## src/rtl/pc_sequencer.sv

```systemverilog
// Fetch PC register with JR/J/branch redirect arbitration, one pending
// redirect held across stalls, a post-redirect flush window and HALT.
module pc_sequencer #(
    parameter logic [31:0] PC_INIT      = 32'h0000_0000,
    parameter int unsigned FLUSH_CYCLES = 1,
    parameter int unsigned CNT_W        = 16
) (
    input  logic             CLK,
    input  logic             RST,
    input  logic             pcenable,
    input  logic             halt,
    input  logic             beq,
    input  logic             bne,
    input  logic             zero,
    input  logic [31:0]      brstart,
    input  logic [31:0]      brval,
    input  logic             jsig,
    input  logic [31:0]      jumpval,
    input  logic             jrsig,
    input  logic [31:0]      jrval,
    output logic [31:0]      ladd,
    output logic             flush,
    output logic             redirect_taken,
    output logic             halted,
    output logic [CNT_W-1:0] redirect_cnt
);

    typedef enum logic [1:0] {
        S_RUN,
        S_FLUSH,
        S_HALTED
    } state_e;

    localparam logic [1:0] FC_LAST = 2'(FLUSH_CYCLES - 1);

    state_e             state_q, state_d;
    logic [31:0]        ladd_q, ladd_d;
    logic               flush_q, flush_d;
    logic               rt_q, rt_d;
    logic [CNT_W-1:0]   cnt_q, cnt_d;
    logic               pend_v_q, pend_v_d;
    logic [31:0]        pend_t_q, pend_t_d;
    logic [1:0]         fcnt_q, fcnt_d;

    logic               taken;
    logic [31:0]        target;
    logic [31:0]        ladd_inc;
    logic               cnt_inc;
    logic               unused_jump_hi;

    assign unused_jump_hi = ^jumpval[31:26];

    assign taken    = jrsig | jsig | (beq & zero) | (bne & ~zero);
    assign ladd_inc = ladd_q + 32'd4;

    always_comb begin
        target = brstart + (brval << 2);
        if (jrsig) begin
            target = jrval;
        end else if (jsig) begin
            target = {brstart[31:28], jumpval[25:0], 2'b00};
        end
    end

    always_comb begin
        state_d  = state_q;
        ladd_d   = ladd_q;
        flush_d  = flush_q;
        rt_d     = 1'b0;
        pend_v_d = pend_v_q;
        pend_t_d = pend_t_q;
        fcnt_d   = fcnt_q;
        cnt_inc  = 1'b0;
        if (halt) begin
            state_d  = S_HALTED;
            pend_v_d = 1'b0;
            flush_d  = 1'b0;
        end else begin
            unique case (state_q)
                S_RUN: begin
                    if (pcenable) begin
                        if (taken || pend_v_q) begin
                            ladd_d   = taken ? target : pend_t_q;
                            rt_d     = 1'b1;
                            cnt_inc  = 1'b1;
                            state_d  = S_FLUSH;
                            flush_d  = 1'b1;
                            fcnt_d   = FC_LAST;
                            pend_v_d = 1'b0;
                        end else begin
                            ladd_d = ladd_inc;
                        end
                    end else if (taken) begin
                        pend_v_d = 1'b1;
                        pend_t_d = target;
                    end
                end
                S_FLUSH: begin
                    // redirects seen here come from wrong-path instructions
                    if (pcenable) begin
                        ladd_d = ladd_inc;
                    end
                    if (fcnt_q == 2'd0) begin
                        state_d = S_RUN;
                        flush_d = 1'b0;
                    end else begin
                        fcnt_d = fcnt_q - 2'd1;
                    end
                end
                S_HALTED: begin
                    flush_d = 1'b0;
                end
                default: begin
                    state_d = S_RUN;
                    flush_d = 1'b0;
                end
            endcase
        end
    end

    always_comb begin
        cnt_d = cnt_q;
        if (cnt_inc && (cnt_q != '1)) begin
            cnt_d = cnt_q + CNT_W'(1);
        end
    end

    always_ff @(posedge CLK) begin
        if (RST) begin
            state_q  <= S_RUN;
            ladd_q   <= PC_INIT;
            flush_q  <= 1'b0;
            rt_q     <= 1'b0;
            cnt_q    <= '0;
            pend_v_q <= 1'b0;
            pend_t_q <= 32'h0;
            fcnt_q   <= 2'd0;
        end else begin
            state_q  <= state_d;
            ladd_q   <= ladd_d;
            flush_q  <= flush_d;
            rt_q     <= rt_d;
            cnt_q    <= cnt_d;
            pend_v_q <= pend_v_d;
            pend_t_q <= pend_t_d;
            fcnt_q   <= fcnt_d;
        end
    end

    assign ladd           = ladd_q;
    assign flush          = flush_q;
    assign redirect_taken = rt_q;
    assign halted         = (state_q == S_HALTED);
    assign redirect_cnt   = cnt_q;

endmodule

```

## config.mk

```make
export PLATFORM = sky130hd
export DESIGN_NAME = pc_sequencer
export DESIGN_NICKNAME = d
export VERILOG_FILES = /design/src/rtl/pc_sequencer.sv
export SDC_FILE = /design/constraint.sdc
export NUM_CORES = 1
export LEC_CHECK = 0
export ABC_AREA = 1
export CORE_UTILIZATION = 25
export CTS_CLUSTER_SIZE = 25
export DETAILED_ROUTE_END_ITERATION = 6
export DONT_BUFFER_PORTS = 1
export PLACE_DENSITY = 0.43
export SLEW_MARGIN = 20
export SYNTH_ARGS = -nofsm -noshare
export SYNTH_HDL_FRONTEND = slang
export SYNTH_SLANG_ARGS = --single-unit
```

## constraint.sdc

```tcl
create_clock -name CLK -period 3.7 [get_ports CLK]
set_clock_uncertainty 0.15 [all_clocks]
set_input_delay 0.555 -clock CLK [delete_from_list [all_inputs] [get_ports CLK]]
set_output_delay 0.555 -clock CLK [all_outputs]
set_load 0.02 [all_outputs]
```

==> metrics.txt <==
status=complete, no violations; Final GP Congestion=0.839; CP bufs+invs=1; Internal=0.00186 W; DP HPWL=20.7 mm; cell total after placement=1689; Yosys cell types=47; Row Count=63; CTS tree=built; Routed Antenna Nets=0; delay-heaviest family, CP=simple AND/OR/NAND/NOR gates; worst path cell trace=ha_1, nand2_1, nor3_2, nand2_1, nor2_2, nand3_1, nor2_1, nand3_1, nand2_1, nand3_1, nand2_1, inv_1, nand2_1, a21oi_1; Die Ht=177 um; Crit Path Category=reg -> reg; sequential element share of the synthesized area=0.227; CP max stage delay=0.56 ns; Max H-tree Level=3; WP data required=3.79 ns; Post-Synthesis Cells=1337; Placeable Area=29900 um2; Avg Cell Area, Syn=5.73 um2; worst-margin pin slew=0.576 ns; Clock Pin Slew Worst Setup and Hold Paths=0.07 ns; sequential power share=0.378; Final Hold Vio Count=0; clock period minus worst slack=2.56 ns; Top cell by count, worst path=nand2_1; clk buf depth=2; largest net degree at the start of global routing=52; clock power share=0.373; hold path cells=1; critical path depth=14; unrepaired setup endpoints after global routing=no; Net Sw Power=0.000950 W; reg2reg path depth=14; CP startpoint kind=register; Max FO, Critical Path=5; Fillers=3466; initial antenna violation count=2; syn_nets=1507; CTS sink cnt=87; die footprint=31300 um2; pwr/cell area=337 nW/um2; DRT iter0 DRCs=499; Highest Clock Rate=390 MHz; clock latency on the worst-skew pair=0.35 ns; drt first pass iters=5; Die Wd=177 um; post-CTS setup buffers=0; CP max-delay cell=dfxtp_1; num ports=188; DRC=0; critical path capture point type=register; CTS Buf Count=9; Nets=1480; post-route insts no fill=1707; Vias/cell=4.64; combinational power share=0.250; Post-Syn Area=7660 um2; final setup fails=0; first-pass GRT wire length=40.9 mm; Max Cap Viol=0; period utilization=0.693; layout cells sized above 1=0.0479; number of port buffers=0; clk root buf=clkbuf_16; Vias=7914; CTS resizes=0; WL final=26.1 mm; DR WL/cell=15.3 um; worst vdd ir=206 uV; Leakage=4.03 nW; gr ovfl total=0; synth warn=0; vias in the first global route=7394; Rel. slew slack=0.615; switching share of power=0.338; Yosys reg bits=87; final setup TNS=0 ns; GR Util All Layers=0.168; fin. max-slew vios=0; Syn-to-layout area delta=9.17%; Hold Buf Count CTS=0; Initial Util=0.256; Tightest Hold Check Type=in -> reg; arrival time worst endpoint=2.65 ns
worst reg2reg max path, cell delays in order (launching register included):
cell and delay (ns):
dfxtp_1 0.56, ha_1 0.23, nand2_1 0.10, nor3_2 0.30, nand2_1 0.12, nor2_2 0.14
nand3_1 0.12, nor2_1 0.27, nand3_1 0.11, nand2_1 0.07, nand3_1 0.07, nand2_1 0.08
inv_1 0.04, nand2_1 0.05, a21oi_1 0.05
per-layer routing:
metal  share of wire  global-route usage  vias up
li1                -                   -     4229
met1            0.47               0.216     3515
met2            0.47               0.284      149
met3           0.045              0.0329       21
met4           0.016              0.0417        0
met5               0                   0        -
cell usage after synthesis (all sizes together):
cell type | count | area share
nor4 | 1 | 0.00082
dfxtp | 87 | 0.23
o311ai | 1 | 0.0011
xnor2 | 12 | 0.014
or2 | 10 | 0.0082
xor2 | 8 | 0.0092
nand3b | 3 | 0.0029
o21bai | 3 | 0.0029
buf | 10 | 0.0082
and2 | 3 | 0.0025
a21o | 3 | 0.0029
o211ai | 31 | 0.030
clkbuf | 36 | 0.018
nor3 | 25 | 0.020
o21a | 3 | 0.0029
nand2 | 407 | 0.20
o31ai | 3 | 0.0029
a211oi | 4 | 0.0046
fa | 1 | 0.0026
clkinv | 1 | 0.00049
nor2 | 116 | 0.063
a21boi | 1 | 0.00098
nand4 | 9 | 0.0082
o21ai | 77 | 0.050
a31oi | 7 | 0.0057
nand3 | 115 | 0.078
ha | 32 | 0.052
nor3b | 1 | 0.0016
inv | 224 | 0.11
a21oi | 103 | 0.067
power by group through the flow:
stage	Sequential [W]	Clock (W)	Combinational (W)
after global placement	0.00109	0	0.000710
final	0.00106	0.00105	0.000702
after CTS	0.00106	0.00109	0.000718
after floorplan	0.00107	0	0.000545
after detailed placement	0.00109	0	0.000714
after global routing	0.00107	0.00113	0.000815
through the flow:
| stage | power (W) | setup WS (ns) | cell area, um2 | utilization | hold WS [ns] |
|---|---|---|---|---|---|
| 6_report | 0.00281 | 1.14 | 8360 | 0.280 | 0.122 |
| 2_1_floorplan | 0.00161 | 1.25 | 7660 | - | 0.283 |
| 4_1_cts | 0.00287 | 1.11 | 8350 | 0.280 | 0.106 |
| 3_3_place_gp | 0.00180 | 0.780 | 8010 | 0.268 | 0.305 |
| 5_1_grt | 0.00301 | 0.861 | 8350 | 0.280 | 0.100 |
| 3_5_place_dp | 0.00180 | 0.767 | 8010 | 0.268 | 0.304 |
worst paths after layout:
check	start	endpoint	slack [ns]
min reg2reg	fcnt_q[1]	fcnt_q[1]	0.31
min	RST	state_q[1]	0.12
max reg2reg	ladd[2]	ladd[26]	1.14
max	ladd[2]	ladd[26]	1.14
kinds of logic (layout without fill, tap and decap cells):
family                   after synthesis  after routing  synth area share
adder cells (fa/ha/maj)               33             33            0.0549
AO/OA/AOI/OAI                        236            236             0.172
XOR/XNOR                              20             20            0.0229
buffers and inverters                271            249             0.136
other                                  0              2                 0
flip-flops                            87             87             0.227
AND/OR/NAND/NOR                      690            690             0.386
area by class of cell:
cell class / count / area (um2) / share of cell area
clock inverters: 5 / 88.8 / 0.0106
well taps: 390 / 488 / 0.0584
multi-input cells: 979 / 4870 / 0.583
flip-flops and latches: 87 / 1740 / 0.208
clock buffers: 11 / 253 / 0.0302
inverters: 225 / 847 / 0.101
repair buffers: 8 / 60.1 / 0.00719
diodes: 2 / 5.00 / 0.000599
sequential cells by signal, indices dropped and copies added (netlist names):
register	count
ladd	32
pend_t_q	32
redirect_cnt	16
fcnt_q	2
state_q	2
flush	1
pend_v_q	1
redirect_taken	1
layout by cell type, fill, tap and decap left out, types with 5 or more instances in the layout:
cell	count
nor3_1	21
nor2_2	6
nor2_4	5
nand4_1	8
clkbuf_16	9
nand2_1	405
xor2_1	8
inv_2	6
or2_2	9
a31oi_1	7
buf_4	8
o211ai_1	31
inv_1	217
dfxtp_1	87
xnor2_1	12
nand3_1	112
o21ai_1	5
ha_1	32
nor2_1	105
a21oi_1	103
o21ai_0	72
No activity file was read; power rests on OpenSTA's default activity.
==> RTL edit 1 (same flow settings) <==
Remove the register `rt_q`: a continuous assignment takes its place, so the output `redirect_taken` follows one clock earlier.
--- a/src/rtl/pc_sequencer.sv
+++ b/src/rtl/pc_sequencer.sv
@@ -131,5 +131,4 @@
             ladd_q   <= PC_INIT;
             flush_q  <= 1'b0;
-            rt_q     <= 1'b0;
             cnt_q    <= '0;
             pend_v_q <= 1'b0;
@@ -140,5 +139,4 @@
             ladd_q   <= ladd_d;
             flush_q  <= flush_d;
-            rt_q     <= rt_d;
             cnt_q    <= cnt_d;
             pend_v_q <= pend_v_d;
@@ -147,4 +145,6 @@
         end
     end
+
+    assign rt_q = rt_d;
 
     assign ladd           = ladd_q;
Function: changed (a bounded check fails within 4 cycles, from zero or initial values and one cycle with RST high).
==> RTL edit 1 against the unedited design <==
Sequential cell count shrank 1. Wire length grew 0.32%. Power shrank 4.7%. Design area shrank 0.78%. Clock power shrank 12%. Setup slack lost 0.087 ns. Combinational power is essentially flat. Synthesized area shrank 0.28%. Largest power group unchanged.
==> RTL edit 1: results (changes against the unedited design) <==
set qor(timing.critical_path.arrival_ns) 2.78 ;# was 2.65 ns
set qor(grt_first_pass_wirelength_um) 41190 ;# was 40880 µm
set qor(groute.layer.met1.usage_pct) 21.92 ;# was 21.59%
set qor(dpl.hpwl_um) 20640 ;# was 20680 µm
set qor(global_routing_usage_on_met3_pct) 4.081 ;# was 3.286%
set qor(cts-htree-levels) 3 ;# unchanged
set qor(placed_area_um2) 7996 ;# was 8011 µm²
set qor(total_leakage_power_nw) 4.011 ;# was 4.034 nW
set qor(synth_cell_types) 48 ;# was 47
set qor(slew_limit_headroom_pct) 44.23 ;# was 61.53%
set qor(number_of_antenna_violations_at_the_first_check_in_global_routing) 3 ;# was 2
set qor(routabilityCongestion) 0.8683 ;# was 0.8393
set qor(fillerInstances) 3440 ;# was 3466
set qor(cpPeakStageDelay_ns) 0.58 ;# was 0.56 ns
set qor(gr-usage-met2_pct) 28.51 ;# was 28.35%
set qor(outcome) {completed} ;# unchanged
set qor(seq_area_frac_synth_pct) 22.55 ;# was 22.75%
set qor(first_global_vias) 7464 ;# was 7394
set qor(grt_max_degree) 46 ;# was 52
set qor(synth_common_cells) {390 x sky130_fd_sc_hd__nand2_1, 227 x sky130_fd_sc_hd__inv_1, 108 x sky130_fd_sc_hd__nand3_1} ;# was 405 x sky130_fd_sc_hd__nand2_1, 217 x sky130_fd_sc_hd__inv_1, 112 x sky130_fd_sc_hd__nand3_1
set qor(drt_iter0_markers) 467 ;# was 499
set qor(avgViaCountPerCell) 4.630 ;# was 4.636
set qor(finalNetCount) 1477 ;# was 1480
set qor(groute.usage.overall_pct) 16.88 ;# was 16.76%
set qor(dominant_cells_by_area_after_synthesis) {sky130_fd_sc_hd__dfxtp_1 23%, sky130_fd_sc_hd__nand2_1 19%, sky130_fd_sc_hd__inv_1 11%, sky130_fd_sc_hd__nand3_1 7.1%, sky130_fd_sc_hd__a21oi_1 7.0%} ;# was sky130_fd_sc_hd__dfxtp_1 23%, sky130_fd_sc_hd__nand2_1 20%, sky130_fd_sc_hd__inv_1 11%, sky130_fd_sc_hd__nand3_1 7.3%, sky130_fd_sc_hd__a21oi_1 6.7%
set qor(drive_gt1_share_pct) 4.421 ;# was 4.791%
==> RTL edit 1: cell families (layout without fill, tap and decap cells) <==
logic type	after synthesis	count (layout)	share of synthesized area [%]
buffers and inverters	280	257	13.98
adder cells (fa/ha/maj)	33	33	5.506
flip-flops	86	86	22.55
XOR/XNOR	19	19	2.180
AO/OA/AOI/OAI	247	247	18.03
AND/OR/NAND/NOR	670	670	37.76
other	0	2	0
==> RTL edit 1: metal layers <==
metal / up-vias / wire, µm
met5: - / 17
met4: 2 / 231
met3: 15 / 1495
met2: 151 / 12260
met1: 3498 / 12170
li1: 4223 / -
==> RTL edit 1: worst paths after layout <==
check                              start  cells past startpoint                     end  slack (ns)
hold reg to reg   fcnt_q[1]$_SDFFE_PP0P_                      2  fcnt_q[1]$_SDFFE_PP0P_        0.31
hold / removal                       RST                      1    ladd[0]$_SDFFE_PP0P_        0.12
setup / recovery    ladd[2]$_SDFFE_PP0P_                     13   ladd[28]$_SDFFE_PP0P_        1.05
setup reg to reg    ladd[2]$_SDFFE_PP0P_                     13   ladd[28]$_SDFFE_PP0P_        1.05
==> RTL edit 1: final cells by class <==
| type | instances | area [µm²] | share of cell area, % |
|---|---|---|---|
| Inverter | 234 | 880.8 | 10.62 |
| Sequential cell | 86 | 1722 | 20.76 |
| Multi-Input combinational cell | 969 | 4853 | 58.52 |
| Tap cell | 390 | 488.0 | 5.884 |
| Clock inverter | 5 | 58.81 | 0.7091 |
| Timing Repair Buffer | 7 | 52.55 | 0.6337 |
| Antenna cell | 2 | 5.005 | 0.06035 |
| Clock buffer | 11 | 232.7 | 2.806 |
==> RTL edit 1: per-stage QoR <==
step | total power, W | hold slack (ns) | setup slack [ns] | instances
global placement | 0.001783 | 0.3033 | 0.8434 | 1686
global route | 0.002868 | 0.09251 | 0.7592 | 1703
finish | 0.002682 | 0.1155 | 1.049 | 1704
floorplan | 0.001597 | 0.2832 | 1.269 | 1335
detailed placement | 0.001786 | 0.3046 | 0.8190 | 1686
CTS | 0.002741 | 0.09987 | 1.062 | 1702
==> RTL edit 1: where the power goes <==
part,internal (W),total [W],switching [W]
registers,0.000975,0.00105,0.0000775
logic,0.000237,0.000700,0.000463
clock network,0.000526,0.000929,0.000403
==> RTL edit 2 (config.mk and constraints unchanged) <==
Without the edit above. `CNT_W`: 16 -> 32.
--- a/src/rtl/pc_sequencer.sv
+++ b/src/rtl/pc_sequencer.sv
@@ -4,5 +4,5 @@
     parameter logic [31:0] PC_INIT      = 32'h0000_0000,
     parameter int unsigned FLUSH_CYCLES = 1,
-    parameter int unsigned CNT_W        = 16
+    parameter int unsigned CNT_W        = 32
 ) (
     input  logic             CLK,
Interface: changed (resized redirect_cnt); port bits go from 188 to 204. No check against the original RTL was run, so the function may have changed too.
==> RTL edit 2 against the unedited design <==
The run now ends with DRC left. Setup slack worse by 0.16 ns. Synthesized area is 12% higher. Power is 5.1% higher. Synthesized cell count is 12% higher. Maximum frequency is 5.8% lower. Via count is 15% higher. Worst hold slack worse by 0.0022 ns. Sequential cell count is 16 higher. Wire length is 21% higher. First-iteration DRC count is 21% higher. Design area is 12% higher. Critical path type unchanged.
==> RTL edit 2: results (changes against the unedited design) <==
set qor(first_global_vias) 8500 ;# was 7394
set qor(remaining_routing_drc_violations) 6 ;# was 0
set qor(violated_checks) {DRC}
set qor(worst_hold_slack_ns) 0.1202 ;# was 0.1224 ns
set qor(wl_met2_um) 13830 ;# was 12190 µm
set qor(insertedDiodeCount) 1 ;# was 2
set qor(non_clock_buffer_area_share_pct) 1.361 ;# was 0.7186%
set qor(inv_count) 239 ;# was 225
set qor(multi_input_comb_cells) 1103 ;# was 979
set qor(finalNetCount) 1643 ;# was 1480
set qor(seq_area_frac_synth_pct) 24.09 ;# was 22.75%
set qor(dp_worst_setup_slack_ns) 0.7696 ;# was 0.7671 ns
set qor(routabilityCongestion) 0.8992 ;# was 0.8393
set qor(clkSinkCount) 103 ;# was 87
set qor(total_leakage_power_nw) 4.311 ;# was 4.034 nW
set qor(drt_iter0_markers) 603 ;# was 499
set qor(grt_max_degree) 53 ;# was 52
set qor(outcome) {finished with violations} ;# was completed
set qor(rr_endpoint) {ladd[24]$_SDFFE_PP0P_} ;# was ladd[26]$_SDFFE_PP0P_
set qor(placed_area_um2) 9079 ;# was 8011 µm²
set qor(timing.hold.worst_endpoint) {ladd[29]$_SDFFE_PP0P_} ;# was state_q[1]$_SDFFE_PP0P_
set qor(syn-num-nets) 1662 ;# was 1507
set qor(groute.usage.overall_pct) 17.87 ;# was 16.76%
set qor(worst-r2r-setup-slack_ns) 0.98 ;# was 1.14 ns
set qor(routed_length_on_met3_um) 1713 ;# was 1162 µm
set qor(m1WireLength_um) 15610 ;# was 12330 µm
set qor(synth_cell_types) 42 ;# was 47
set qor(max-vdd-ir-drop_v) 0.0002130 ;# was 0.0002056 V
set qor(non_cts_buffers) 17 ;# was 8
[RTL edit 2: metal layers]
metal | vias up | GRT usage, %
met5 | - | 0
li1 | 4741 | -
met1 | 4117 | 25.41
met2 | 247 | 27.97
met4 | 2 | 4.035
met3 | 18 | 3.039
[RTL edit 2: worst max path at each step]
stage / cells after the start / endpoint / from / slack [ns]
floorplan: 16 / pend_t_q[18]$_SDFFE_PP0P_ / brstart[2] / 1.25
CTS: 14 / ladd[24]$_SDFFE_PP0P_ / ladd[3]$_SDFFE_PP0P_ / 0.96
detailed placement: 14 / pend_t_q[16]$_SDFFE_PP0P_ / brstart[2] / 0.77
global placement: 14 / ladd[30]$_SDFFE_PP0P_ / brstart[2] / 0.78
finish: 14 / ladd[24]$_SDFFE_PP0P_ / ladd[3]$_SDFFE_PP0P_ / 0.98
global route: 14 / ladd[24]$_SDFFE_PP0P_ / ladd[3]$_SDFFE_PP0P_ / 0.71
[RTL edit 2: logic make-up after synthesis]
family	after synthesis	share of synthesized area (%)
AND/OR/NAND/NOR	791	39.16
XOR/XNOR	30	3.069
adder cells (fa/ha/maj)	33	4.911
buffers and inverters	286	12.61
flip-flops	103	24.09
AO/OA/AOI/OAI	249	16.16
[RTL edit 2: power groups by stage]
stage | logic (W) | clock network, W | registers, W
detailed placement | 0.000748 | 0 | 0.00126
floorplan | 0.000539 | 0 | 0.00125
global placement | 0.000746 | 0 | 0.00126
finish | 0.000750 | 0.000973 | 0.00123
CTS | 0.000752 | 0.00101 | 0.00123
global route | 0.000852 | 0.00105 | 0.00124
